$ cat src/rtl/fwd_hazard_unit.sv
// EX-stage operand forwarding plus a registered load-use stall FSM with a LOAD_LAT-cycle stall.
// Optional stall-cycle counter output is enabled by defining FWD_HAZARD_STALL_COUNT_EN.
module fwd_hazard_unit #(
  parameter int ADDR_W   = 5,
  parameter int LOAD_LAT = 1,
  parameter int CNT_W    = 32
) (
  input  logic              clk_i,
  input  logic              rst_i,
  input  logic              hold_i,
  input  logic [ADDR_W-1:0] id_rs_i,
  input  logic [ADDR_W-1:0] id_rt_i,
  input  logic              id_rt_used_i,
  input  logic [ADDR_W-1:0] ex_rs_i,
  input  logic [ADDR_W-1:0] ex_rt_i,
  input  logic [ADDR_W-1:0] ex_rd_i,
  input  logic              ex_memread_i,
  input  logic [ADDR_W-1:0] mem_rd_i,
  input  logic              mem_regwrite_i,
  input  logic [ADDR_W-1:0] wb_rd_i,
  input  logic              wb_regwrite_i,
  output logic [1:0]        fwd_a_o,
  output logic [1:0]        fwd_b_o,
  output logic              stall_o,
  output logic              flush_o,
  output logic              busy_o
`ifdef FWD_HAZARD_STALL_COUNT_EN
  , output logic [CNT_W-1:0] stall_cycles_o
`endif
);

  if (LOAD_LAT < 1 || LOAD_LAT > 15 || CNT_W < 1) begin : g_bad_param
    $error("fwd_hazard_unit: LOAD_LAT must be 1..15 and CNT_W >= 1");
  end

  typedef enum logic {IDLE = 1'b0, STALL = 1'b1} state_t;

  // The detect cycle is the first stall cycle, so STALL lasts LOAD_LAT-1 cycles.
  localparam logic [3:0] CNT_INIT = (LOAD_LAT > 1) ? 4'(LOAD_LAT - 2) : 4'd0;

  state_t     state_q, state_d;
  logic [3:0] cnt_q, cnt_d;
  logic       busy_q, busy_d;
  logic       haz;

  logic mem_a, wb_a, mem_b, wb_b;

  always_comb begin
    mem_a = mem_regwrite_i && (mem_rd_i != '0) && (mem_rd_i == ex_rs_i);
    wb_a  = wb_regwrite_i  && (wb_rd_i  != '0) && (wb_rd_i  == ex_rs_i);
    mem_b = mem_regwrite_i && (mem_rd_i != '0) && (mem_rd_i == ex_rt_i);
    wb_b  = wb_regwrite_i  && (wb_rd_i  != '0) && (wb_rd_i  == ex_rt_i);
    fwd_a_o = mem_a ? 2'b10 : (wb_a ? 2'b01 : 2'b00);
    fwd_b_o = mem_b ? 2'b10 : (wb_b ? 2'b01 : 2'b00);
  end

  always_comb begin
    haz = ex_memread_i && (ex_rd_i != '0) &&
          ((ex_rd_i == id_rs_i) || (id_rt_used_i && (ex_rd_i == id_rt_i)));
  end

  always_comb begin
    state_d = state_q;
    cnt_d   = cnt_q;
    stall_o = 1'b0;
    if (state_q == IDLE) begin
      stall_o = haz;
      if (haz && (LOAD_LAT > 1) && !hold_i) begin
        state_d = STALL;
        cnt_d   = CNT_INIT;
      end
    end else begin
      stall_o = 1'b1;
      if (!hold_i) begin
        if (cnt_q == 4'd0) state_d = IDLE;
        else               cnt_d   = cnt_q - 4'd1;
      end
    end
    flush_o = stall_o;
    busy_d  = (state_d == STALL);
  end

  always_ff @(posedge clk_i) begin
    if (!rst_i) begin
      state_q <= IDLE;
      cnt_q   <= 4'd0;
      busy_q  <= 1'b0;
    end else begin
      state_q <= state_d;
      cnt_q   <= cnt_d;
      busy_q  <= busy_d;
    end
  end

  assign busy_o = busy_q;

`ifdef FWD_HAZARD_STALL_COUNT_EN
  logic [CNT_W-1:0] stall_cycles_q, stall_cycles_d;

  // Saturating: once all-ones the count sticks until reset.
  always_comb begin
    stall_cycles_d = stall_cycles_q;
    if (stall_o && !hold_i && (stall_cycles_q != {CNT_W{1'b1}}))
      stall_cycles_d = stall_cycles_q + {{(CNT_W-1){1'b0}}, 1'b1};
  end

  always_ff @(posedge clk_i) begin
    if (!rst_i) stall_cycles_q <= '0;
    else        stall_cycles_q <= stall_cycles_d;
  end

  assign stall_cycles_o = stall_cycles_q;
`endif

endmodule

$ cat config.mk
export PLATFORM = sky130hd
export DESIGN_NAME = fwd_hazard_unit
export DESIGN_NICKNAME = d
export VERILOG_FILES = /design/src/rtl/fwd_hazard_unit.sv
export SDC_FILE = /design/constraint.sdc
export NUM_CORES = 1
export LEC_CHECK = 0
export CORE_MARGIN = 8
export CORE_UTILIZATION = 33
export CTS_CLUSTER_SIZE = 25
export DETAILED_ROUTE_END_ITERATION = 10
export PLACE_DENSITY = 0.79
export SLEW_MARGIN = 20
export SYNTH_ARGS = -nofsm -noshare
export SYNTH_HDL_FRONTEND = slang
export SYNTH_SLANG_ARGS = --single-unit
$ cat constraint.sdc
create_clock -name clk_i -period 1.75 [get_ports clk_i]
set_input_delay 0.35 -clock clk_i [delete_from_list [all_inputs] [get_ports clk_i]]
set_output_delay 0.35 -clock clk_i [all_outputs]
set_load 0.02 [all_outputs]
==> flow_summary.yaml <==
pwr:
  total_power_mw: 0.495
  p_per_area_mw_per_mm2: 370
  power.leakage_nw: 0.615
  ir_drop_mv: 0.289
die:
  dieArea_mm2: 0.00365
  start_util_pct: 33.9
  rows: 16
  die_h_um: 60.4
  core-area_mm2: 0.00192
  io_pins: 49
  die_w_um: 60.4
detailed_routing:
  drcViolationCount: 0
  wl_mm: 2.28
  num_vias: 774
  wire_per_inst_um: 13.4
  antenna_left: 0
  drt-initial-drc-count: 1
  drt_first_pass_iters: 2
  vias_per_cell: 4.55
placed_design:
  place.gp.congestion: 0.751
  dp_hpwl_mm: 2.00
  numPortBuffers: 48
sta:
  finalSetupViolations: 4
  max_slew.worst_pin.slew_ns: 0.293
  maxSlewHeadroom_pct: 80.4
  period_share_pct: 114
  fin_crit_ns: 2.00
  max_freq_mhz: 501
  drv_slew: 0
  final-hold-violation-count: 0
  fin_ws_ns: -0.247
  fin_skew_ns: 0.00817
  rsz0062_at_grt: "yes"
setup_path:
  end_kind: "output pin"
  crit_chain: "dlygate4sd2_1 > xor2_1 > or4_4 > nor4_4 > buf_4"
  crit_type: "input port to output pin"
  max_stage_delay_ns: 0.43
  worstPathMaxFanout: 2
  cp_slowest_cell: "or4_4"
  worst_setup_path_start_kind: "input port"
  crit_arrival_ns: 1.65
  ff2ff_setup_slack_ns: 0.15
  required_ns: 1.40
  cp_num_buf_inv: 2
  cp_top_family: "simple AND/OR/NAND/NOR gates"
clocking:
  clock-sinks: 5
  clk_latency_ns: 0.25
  cts_tree: "yes"
  root_buffer: "clkbuf_4"
  hold_buffers: 0
  clk_pin_slew_ns: 0.05
  clock_path_buffers: 2
  numCtsBuffers: 3
  htree_levels: 1
synthesis:
  seq_area_frac_synth_pct: 15.4
  synth-seq-cells: 5
  syn-cell-area_um2: 652
  syn_inst: 77
  ys_types: 23
  syn_avg_cell_area_um2: 8.47
  yosysWarnings: 0
  syn-num-nets: 120
final_layout:
  final_layout_size_suffix_gt1_share_pct: 41.3
  layout_common_cells: "20 x buf_4, 18 x xnor2_1, 13 x xor2_1"
  fillers: 162
  n_antenna_cell: 0
  register_area_um2: 100
  multiInputGateArea_um2: 607
  post-route-util_pct: 69.7
  syn2layout_area_growth_pct: 105
  final_nets: 187
  final_common_cell: "buf_4"
global_route:
  grt_pass1_vias: 924
  globalRoute.totalOverflow: 0
  track_usage_pct: 13.1
  grt_antenna_before_repair: 0
  grt_pass1_wl_mm: 3.77
  grt_max_degree: 6
status:
  status: "complete, but fails checks"
  violations: "negative setup slack"
flow_run:
  drv_cap: 0
worst_hold_path:
  hold_class: "register to register"
## what timing repair did
item / in CTS / in global routing
buffers inserted: 3 / 1
endpoints found under the hold margin: 0 / 0
gates cloned: 0 / 0
endpoints found under the setup margin: 6 / 6
pin swaps: 22 / 21
gates resized for setup: 92 / 51
## layer usage
metal / GRT usage (%) / routed length, um / up-vias
li1: - / - / 396
met1: 13.3 / 850 / 338
met2: 24.5 / 1150 / 38
met3: 5.30 / 261 / 2
met4: 2.99 / 17 / 0
met5: 0 / 0 / -
## sequential cells by signal, summed over array words and instances, names as in the netlist
name,flops
busy_o,1
cnt_q,4
## through the flow
step | hold slack (ns) | setup slack [ns] | TNS (ns) | cells | instance area, um^2
global route | 0.511 | -0.298 | -0.944 | 170 | 1340
CTS | 0.481 | -0.398 | -1.20 | 170 | 1320
global placement | 0.468 | -1.05 | -5.51 | 163 | 1270
finish | 0.478 | -0.247 | -0.670 | 170 | 1340
detailed placement | 0.473 | -1.07 | -5.65 | 163 | 1270
floorplan | 0.472 | -0.0396 | -0.0792 | 77 | 677
## cells in the mapped netlist
cell type / instances / area (um^2)
or4_4: 1 / 11.3
dfxtp_1: 5 / 100
nor3_1: 2 / 10.0
nor2_1: 1 / 3.75
nand3_1: 5 / 25.0
o211a_1: 2 / 20.0
inv_1: 2 / 7.51
o21ai_2: 1 / 8.76
o22ai_1: 1 / 6.26
or4_1: 3 / 22.5
nand2_1: 4 / 15.0
buf_4: 3 / 22.5
nand4_1: 1 / 6.26
nor4_2: 2 / 25.0
xor2_1: 14 / 123
nor4_1: 2 / 12.5
and2_1: 4 / 25.0
or3b_2: 1 / 8.76
xnor2_1: 19 / 166
nor2b_1: 1 / 6.26
a31o_2: 1 / 8.76
o21ai_1: 1 / 5.00
ha_1: 1 / 12.5
## worst register-to-register path, cell delays in order, from the launching register on
cell and delay [ns]:
dfxtp_1 0.30, inv_1 0.08, ha_1 0.16, or3b_2 0.49, and2_1 0.19, xnor2_1 0.12
and2_1 0.15
## cell type report
| type | count | share of cell area [%] |
|---|---|---|
| flip-flops and latches | 5 | 7.48 |
| multi-input cells | 67 | 45.3 |
| repair buffers | 65 | 42.1 |
| clock buffers | 4 | 1.96 |
| well taps | 27 | 2.52 |
| inverters | 2 | 0.561 |
## path summary, 6_finish.rpt
check / startpoint / to / cells after the start
worst max-delay path: ex_rs_i[1] / fwd_a_o[0] / 5
worst min-delay path: busy_o / busy_o / 1
worst max register to register: cnt_q[0] / cnt_q[0] / 6
worst min register to register: busy_o / busy_o / 1
## report_power, final
part	total, mW	switching, mW	internal [mW]
clock	0.141	0.0539	0.0867
combinational	0.241	0.0980	0.142
sequential	0.114	0.0000000000000000249	0.114
## cells by family after synthesis
kind of cell             synth area share (%)
adder cells (fa/ha/maj)                  1.92
XOR/XNOR                                 44.3
AO/OA/AOI/OAI                            7.49
flip-flops                               15.4
buffers and inverters                    4.61
AND/OR/NAND/NOR                          26.3
No activity file was read; power rests on OpenSTA's default activity.
